--- config.mk ---
export PLATFORM = sky130hd
export DESIGN_NAME = multicycle_ctrl
export DESIGN_NICKNAME = d
export VERILOG_FILES = /design/src/rtl/multicycle_ctrl.sv
export SDC_FILE = /design/constraint.sdc
export NUM_CORES = 1
export LEC_CHECK = 0
export ABC_AREA = 1
export BUFFER_PORTS_ARGS = -buffer_cell sky130_fd_sc_hd__buf_2
export CORE_MARGIN = 2
export CORE_UTILIZATION = 35
export DETAILED_ROUTE_END_ITERATION = 7
export SYNTH_ARGS = -nofsm -noshare
export SYNTH_HDL_FRONTEND = slang
export SYNTH_SLANG_ARGS = --single-unit
--- constraint.sdc ---
create_clock -name clk -period 2.75 [get_ports clk]
set_clock_uncertainty 0.2 [all_clocks]
set_input_delay 0.1375 -clock clk [delete_from_list [all_inputs] [get_ports clk]]
set_output_delay 0.1375 -clock clk [all_outputs]
set_load 0.005 [all_outputs]
--- src/rtl/multicycle_ctrl.sv ---
// ---------------------------------------------------------------------------
// multicycle_ctrl
//
// Control FSM for a shared-resource multi-cycle MIPS datapath. A single
// memory, ALU and register file are reused across the cycles of each
// instruction. The FSM:
//   * fetches, decodes and sequences lw, sw, addi, subi, beq, bne, add and j,
//   * handshakes with memory through mem_req / mem_ready,
//   * counts retired instructions (wrapping counter),
//   * traps on an unknown opcode or on a memory wait that runs too long.
//
// Parameters
//   MEM_TIMEOUT  cycles mem_req may wait for mem_ready before trapping (1..255)
//   CNT_W        width of the retired-instruction counter
//
// Ports
//   clk          rising-edge clock
//   rst          asynchronous, active-high reset
//   opcode       IR[31:26], stable from DECODE until the instruction ends
//   zero         ALU zero flag (used in BRANCH)
//   mem_ready    memory completes the current access this cycle
//   mem_req      memory access request
//   mem_we       write access, qualified by mem_req
//   iord         memory address select: 0 PC, 1 ALUOut
//   ir_write     load the instruction register
//   pc_write     load the PC
//   pc_src       PC source: 00 ALU result, 01 ALUOut, 10 jump target
//   alusrc_a     ALU A select: 0 PC, 1 reg A
//   alusrc_b     ALU B select: 00 reg B, 01 4, 10 imm, 11 imm<<2
//   aluctl       ALU operation: 2 add, 6 sub
//   reg_write    register-file write enable
//   regdst       destination register select: 1 rd, 0 rt
//   memtoreg     write-back source: 1 memory data, 0 ALUOut
//   state        current state encoding (debug)
//   illegal_op   sticky: an unknown opcode was decoded
//   mem_timeout  sticky: a memory wait exceeded MEM_TIMEOUT
//   instr_count  retired-instruction count, wraps modulo 2^CNT_W
// ---------------------------------------------------------------------------
module multicycle_ctrl #(
    parameter int MEM_TIMEOUT = 15,
    parameter int CNT_W       = 32
) (
    input  logic             clk,
    input  logic             rst,
    input  logic [5:0]       opcode,
    input  logic             zero,
    input  logic             mem_ready,
    output logic             mem_req,
    output logic             mem_we,
    output logic             iord,
    output logic             ir_write,
    output logic             pc_write,
    output logic [1:0]       pc_src,
    output logic             alusrc_a,
    output logic [1:0]       alusrc_b,
    output logic [3:0]       aluctl,
    output logic             reg_write,
    output logic             regdst,
    output logic             memtoreg,
    output logic [3:0]       state,
    output logic             illegal_op,
    output logic             mem_timeout,
    output logic [CNT_W-1:0] instr_count
);

    localparam logic [5:0] OP_LW   = 6'b000011;
    localparam logic [5:0] OP_SW   = 6'b001011;
    localparam logic [5:0] OP_ADDI = 6'b001000;
    localparam logic [5:0] OP_SUBI = 6'b111000;
    localparam logic [5:0] OP_BEQ  = 6'b110100;
    localparam logic [5:0] OP_BNE  = 6'b110101;
    localparam logic [5:0] OP_ADD  = 6'b100010;
    localparam logic [5:0] OP_J    = 6'b010010;

    localparam logic [3:0] ALU_ADD = 4'd2;
    localparam logic [3:0] ALU_SUB = 4'd6;

    localparam logic [7:0] WAIT_LIMIT = 8'(MEM_TIMEOUT);

    typedef enum logic [3:0] {
        S_IDLE   = 4'd0,
        S_FETCH  = 4'd1,
        S_DECODE = 4'd2,
        S_EXEC_R = 4'd3,
        S_EXEC_I = 4'd4,
        S_ADDR   = 4'd5,
        S_MEM_RD = 4'd6,
        S_MEM_WR = 4'd7,
        S_WB_ALU = 4'd8,
        S_WB_MEM = 4'd9,
        S_BRANCH = 4'd10,
        S_JUMP   = 4'd11,
        S_TRAP   = 4'd12
    } state_t;

    // Registered control word. The last four bits are not driven out directly;
    // they qualify the Mealy terms (mem_ready, zero) of ir_write / pc_write.
    typedef struct packed {
        logic       mem_req;
        logic       mem_we;
        logic       iord;
        logic [1:0] pc_src;
        logic       alusrc_a;
        logic [1:0] alusrc_b;
        logic [3:0] aluctl;
        logic       reg_write;
        logic       regdst;
        logic       memtoreg;
        logic       fetch;
        logic       jump;
        logic       branch;
        logic       bne;
    } ctrl_t;

    state_t     state_q;
    state_t     nxt;
    ctrl_t      ctrl_q;
    logic [7:0] wait_q;
    logic [CNT_W-1:0] count_q;
    logic       illegal_q;
    logic       timeout_q;
    logic       set_illegal;
    logic       set_timeout;
    logic       retire;
    logic       wait_expired;

    // Control word for a given state. Evaluated on the next state so the
    // outputs are registered and line up with the state they belong to.
    // opcode is stable from DECODE onward, so its value at the transition
    // edge is the instruction's opcode.
    function automatic ctrl_t decode_ctrl(input state_t s, input logic [5:0] op);
        ctrl_t c;
        c = '0;
        case (s)
            S_FETCH: begin
                c.mem_req  = 1'b1;
                c.alusrc_b = 2'b01;
                c.aluctl   = ALU_ADD;
                c.fetch    = 1'b1;
            end
            S_DECODE: begin
                // Branch target is precomputed into ALUOut here.
                c.alusrc_b = 2'b11;
                c.aluctl   = ALU_ADD;
            end
            S_EXEC_R: begin
                c.alusrc_a = 1'b1;
                c.aluctl   = ALU_ADD;
            end
            S_EXEC_I: begin
                c.alusrc_a = 1'b1;
                c.alusrc_b = 2'b10;
                c.aluctl   = (op == OP_SUBI) ? ALU_SUB : ALU_ADD;
            end
            S_ADDR: begin
                c.alusrc_a = 1'b1;
                c.alusrc_b = 2'b10;
                c.aluctl   = ALU_ADD;
            end
            S_MEM_RD: begin
                c.mem_req = 1'b1;
                c.iord    = 1'b1;
            end
            S_MEM_WR: begin
                c.mem_req = 1'b1;
                c.mem_we  = 1'b1;
                c.iord    = 1'b1;
            end
            S_WB_ALU: begin
                c.reg_write = 1'b1;
                c.regdst    = (op == OP_ADD);
            end
            S_WB_MEM: begin
                c.reg_write = 1'b1;
                c.memtoreg  = 1'b1;
            end
            S_BRANCH: begin
                c.alusrc_a = 1'b1;
                c.aluctl   = ALU_SUB;
                c.pc_src   = 2'b01;
                c.branch   = 1'b1;
                c.bne      = (op == OP_BNE);
            end
            S_JUMP: begin
                c.pc_src = 2'b10;
                c.jump   = 1'b1;
            end
            default: c = '0;
        endcase
        return c;
    endfunction

    assign wait_expired = (wait_q == WAIT_LIMIT);

    // Next-state logic. A ready on the same cycle the wait limit is reached
    // wins over the timeout.
    always_comb begin
        // NOTE: every variable gets a default first so no path leaves it
        // unassigned; otherwise a latch is inferred.
        nxt         = state_q;
        set_illegal = 1'b0;
        set_timeout = 1'b0;
        case (state_q)
            S_IDLE:   nxt = S_FETCH;
            S_FETCH: begin
                if (mem_ready) begin
                    nxt = S_DECODE;
                end else if (wait_expired) begin
                    nxt         = S_TRAP;
                    set_timeout = 1'b1;
                end
            end
            S_DECODE: begin
                case (opcode)
                    OP_ADD:          nxt = S_EXEC_R;
                    OP_ADDI, OP_SUBI: nxt = S_EXEC_I;
                    OP_LW, OP_SW:    nxt = S_ADDR;
                    OP_BEQ, OP_BNE:  nxt = S_BRANCH;
                    OP_J:            nxt = S_JUMP;
                    default: begin
                        nxt         = S_TRAP;
                        set_illegal = 1'b1;
                    end
                endcase
            end
            S_EXEC_R, S_EXEC_I: nxt = S_WB_ALU;
            S_ADDR:   nxt = (opcode == OP_LW) ? S_MEM_RD : S_MEM_WR;
            S_MEM_RD: begin
                if (mem_ready) begin
                    nxt = S_WB_MEM;
                end else if (wait_expired) begin
                    nxt         = S_TRAP;
                    set_timeout = 1'b1;
                end
            end
            S_MEM_WR: begin
                if (mem_ready) begin
                    nxt = S_FETCH;
                end else if (wait_expired) begin
                    nxt         = S_TRAP;
                    set_timeout = 1'b1;
                end
            end
            S_WB_ALU, S_WB_MEM, S_BRANCH, S_JUMP: nxt = S_FETCH;
            S_TRAP:   nxt = S_TRAP;
            default:  nxt = S_TRAP;
        endcase
    end

    // An instruction retires when a final state hands back to FETCH.
    assign retire = (nxt == S_FETCH) &&
                    (state_q inside {S_WB_ALU, S_WB_MEM, S_MEM_WR, S_BRANCH, S_JUMP});

    always_ff @(posedge clk or posedge rst) begin
        if (rst) begin
            state_q   <= S_IDLE;
            ctrl_q    <= '0;
            wait_q    <= '0;
            count_q   <= '0;
            illegal_q <= 1'b0;
            timeout_q <= 1'b0;
        end else begin
            // NOTE: sequential state uses non-blocking assignments so every
            // register samples the pre-edge values, independent of order.
            state_q <= nxt;
            ctrl_q  <= decode_ctrl(nxt, opcode);

            if (nxt != state_q) begin
                wait_q <= '0;
            end else if (ctrl_q.mem_req && !mem_ready) begin
                wait_q <= wait_q + 8'd1;
            end

            if (retire) begin
                count_q <= count_q + CNT_W'(1);
            end
            if (set_illegal) begin
                illegal_q <= 1'b1;
            end
            if (set_timeout) begin
                timeout_q <= 1'b1;
            end
        end
    end

    assign mem_req   = ctrl_q.mem_req;
    assign mem_we    = ctrl_q.mem_we;
    assign iord      = ctrl_q.iord;
    assign pc_src    = ctrl_q.pc_src;
    assign alusrc_a  = ctrl_q.alusrc_a;
    assign alusrc_b  = ctrl_q.alusrc_b;
    assign aluctl    = ctrl_q.aluctl;
    assign reg_write = ctrl_q.reg_write;
    assign regdst    = ctrl_q.regdst;
    assign memtoreg  = ctrl_q.memtoreg;

    // IR and PC load on the cycle memory returns the instruction. In BRANCH
    // the PC loads on zero (beq) or its inverse (bne); zero is the ALU result
    // of the same cycle, so it cannot be registered.
    assign ir_write = ctrl_q.fetch & mem_ready;
    assign pc_write = (ctrl_q.fetch & mem_ready) | ctrl_q.jump |
                      (ctrl_q.branch & (zero ^ ctrl_q.bne));

    assign state       = state_q;
    assign illegal_op  = illegal_q;
    assign mem_timeout = timeout_q;
    assign instr_count = count_q;

endmodule

==> flow_metrics.py <==
metrics = {
    "outcome": {
        "status": "finished clean",
    },
    "timing": {
        "fin_hold_ws_ps": 2.585,
        "setup_viol": 0,
        "fin_crit_ps": 2483,
        "hold_violations": 0,
        "rsz0062_at_grt": "false",
        "fin_crit_sh_pct": 90.28,
        "slew_viol_final": 0,
        "fin_tns_setup_ps": 0,
        "max_freq_mhz": 402.8,
    },
    "synthesis": {
        "avgSynthCellArea_um2": 7.407,
        "ys_types": 33,
        "yosys_register_bits": 62,
        "yosys_warnings": 0,
        "syn_inst": 522,
        "syn_area_um2": 3866,
        "ys_seq_area_share_pct": 40.13,
    },
    "placement": {
        "gp_congestion": 0.9127,
        "dp.cells": 709,
        "hpwlAfterDp_mm": 7.456,
        "port_buffers": 62,
        "dpl_cell_area_um2": 4239,
    },
    "critical_path": {
        "worst_path_most_repeated_cell": "nand2_1",
        "end_kind": "flip-flop",
        "cp_slowest_cell": "dfrtp_1",
        "crit_fanout": 32,
        "critPathKind": "reg -> reg",
        "crit_path_cell_trace": "ha_1 -> nand2_1 -> nor2_1 -> nand3_1 -> nand2_1 -> nand2_1 -> nand2_1 -> nand3_4 -> nand2_2 -> inv_6 -> nand3_4 -> nand2_1 -> nand2_1",
        "ff2ff_path_depth": 13,
        "slowest_delay_ps": 400,
        "start_kind": "flip-flop",
        "arrival_ps": 2520,
        "required_ps": 2790,
    },
    "final_layout": {
        "fin_nets": 596,
        "n_antenna_cell": 0,
        "stdcell_area_um2": 4482,
        "final_core_util_pct": 41.53,
        "final_cells": 729,
        "multi_input_area_um2": 1974,
        "drive_above_1_share_pct": 17.83,
        "syn_to_final_growth_pct": 15.92,
        "regArea_um2": 1551,
        "fillers": 1124,
    },
    "global_routing": {
        "grt_pass1_wl_mm": 16.69,
        "grt_usage_pct": 17.80,
        "overflow": 0,
        "grt_start_max_net_pins": 33,
        "grt_pass1_vias": 3483,
        "antenna_found_initial": 0,
    },
    "cts": {
        "cts.path.max_buffers": 2,
        "clkTransAtPathRegs_ps": 70,
        "h-tree-depth": 3,
        "cts_tree": "done",
        "insertion_delay_ps": 350,
        "cts_setup_buffers": 0,
        "numCtsBuffers": 9,
        "cts.sinks": 62,
        "root_buffer": "clkbuf_8",
    },
    "drt": {
        "wl_per_cell_um": 13.46,
        "wl_met1_mm": 4.758,
        "first_pass_iters": 4,
        "routed_wl_mm": 9.813,
        "topRoutingLayerUsed": "met4",
        "remaining_drc_errors": 0,
        "vias": 3573,
        "wl_met3_um": 427,
        "via_per_inst": 4.901,
        "drtAntennaViolNets": 0,
        "wl_met2_mm": 4.428,
        "first_iter_violations": 177,
    },
    "hold_path": {
        "hold_class": "in -> reg",
        "hold-path-cell-count": 3,
    },
    "power": {
        "peakVddDrop_uv": 166.7,
        "power_density_nw_per_um2": 397.4,
        "power.leakage_nw": 2.484,
    },
    "floorplan": {
        "dieHeight_um": 109.1,
        "initial_core_util_pct": 35.82,
        "dieArea_um2": 11900,
        "core_area_um2": 10790,
        "die_w_um": 109.1,
        "boundaryPins": 65,
        "rows": 38,
    },
    "flow_run": {
        "maxCapViolCount": 0,
    },
}
-- where the power goes --
part	internal, mW	leakage, nW	switching (mW)
Sequential	0.912	0.856	0
Clock	0.464	0.106	0.356
Combinational	0.0142	1.52	0.0358
-- area by class of cell --
type,instances,share of cell area [%]
multi-input combinational,391,44.05
timing repair buffer,72,8.822
tap,140,3.908
sequential,62,34.62
clock inverter,4,1.005
clock buffer,12,3.462
inverter,48,4.132
-- final timing paths --
path	endpoint	slack (ps)	start
max	instr_count[9]	270	wait_q[0]
min	alusrc_b[0]	3	mem_ready
max reg2reg	instr_count[9]	270	wait_q[0]
min reg2reg	illegal_op	290	illegal_op
max in group asynchronous	instr_count[22]	1540	rst
min in group asynchronous	alusrc_b[0]	130	rst
-- kinds of logic (layout without fill, tap and decap cells) --
group                    count (synthesis)  in the layout  synth area share, %
flip-flops                              62             62                40.13
buffers and inverters                   70            136                8.997
AND/OR/NAND/NOR                        335            335                39.42
other                                    1              2              0.09699
AO/OA/AOI/OAI                           17             17                2.783
adder cells (fa/ha/maj)                  2              2               0.6471
XOR/XNOR                                35             35                7.929
-- state kept, by name, indices dropped and copies added (netlist names) --
| register | count |
|---|---|
| memtoreg | 1 |
| mem_req | 1 |
| illegal_op | 1 |
| mem_timeout | 1 |
| ctrl_q | 3 |
| state | 4 |
| wait_q | 8 |
| reg_write | 1 |
| iord | 1 |
| regdst | 1 |
| aluctl | 2 |
| alusrc_a | 1 |
| alusrc_b | 2 |
| pc_src | 2 |
| mem_we | 1 |
| instr_count | 32 |
-- worst max-delay path, delay by kind of cell, from the launching register on --
kind / cells / cell delay, ps
AND/OR/NAND/NOR: 11 / 1380
flip-flops: 1 / 400
adder cells (fa/ha/maj): 1 / 230
buffers and inverters: 1 / 160
-- Yosys cell counts --
cell,n,area share (%)
nand2_1,166,16
dfrtp_1,62,40
nor2_1,58,5.6
inv_1,44,4.3
nand4_1,42,6.8
nand3_1,33,4.3
xor2_1,20,4.5
nor3_1,18,2.3
buf_4,16,3.1
xnor2_1,15,3.4
nor2_2,7,1.1
o21ai_0,7,0.91
buf_6,3,0.87
clkbuf_1,3,0.29
inv_2,3,0.29
o21bai_1,3,0.58
a21oi_1,2,0.26
ha_1,2,0.65
nand2_2,2,0.32
nand3_4,2,0.91
nor2_4,2,0.58
a211o_1,1,0.23
a31oi_1,1,0.16
a41o_1,1,0.26
and2_1,1,0.16
conb_1,1,0.097
inv_4,1,0.16
nand3_2,1,0.26
nand3b_1,1,0.19
nand4_4,1,0.55
o211ai_1,1,0.19
o21a_1,1,0.19
or2_2,1,0.16
-- stage by stage --
| step | worst slack, ps | power, mW |
|---|---|---|
| floorplan | 752.5 | 0.9577 |
| global route | 12.90 | 1.851 |
| detailed placement | 222.5 | 0.9768 |
| CTS | 215.5 | 1.805 |
| global placement | 281.3 | 0.9752 |
| finish | 267.2 | 1.781 |
-- layer usage --
metal  track usage [%]  vias to the layer above
li1                  -                     1801
met4             6.960                        0
met2             27.51                       77
met5                 0                        -
met1             24.44                     1678
met3             3.586                       17
-- cells in the final DEF (no fill, tap or decap), types with 2 or more instances in the layout --
master,count
buf_2,62
buf_4,6
clkbuf_8,11
clkinv_2,3
conb_1,2
dfrtp_1,62
dlygate4sd3_1,4
ha_1,2
inv_1,43
inv_2,4
nand2_1,166
nand2_2,2
nand3_1,33
nand3_4,2
nand4_1,42
nor2_1,58
nor2_2,7
nor2_4,2
nor3_1,18
o21ai_0,7
o21bai_1,3
xnor2_1,15
xor2_1,20
-- what timing repair did --
action,in CTS,in global routing
endpoints found under the setup margin,0,12
hold buffers,4,0
hold endpoints to repair,20,0
gates resized for setup,0,1
Power figures use the tool's default switching activity.
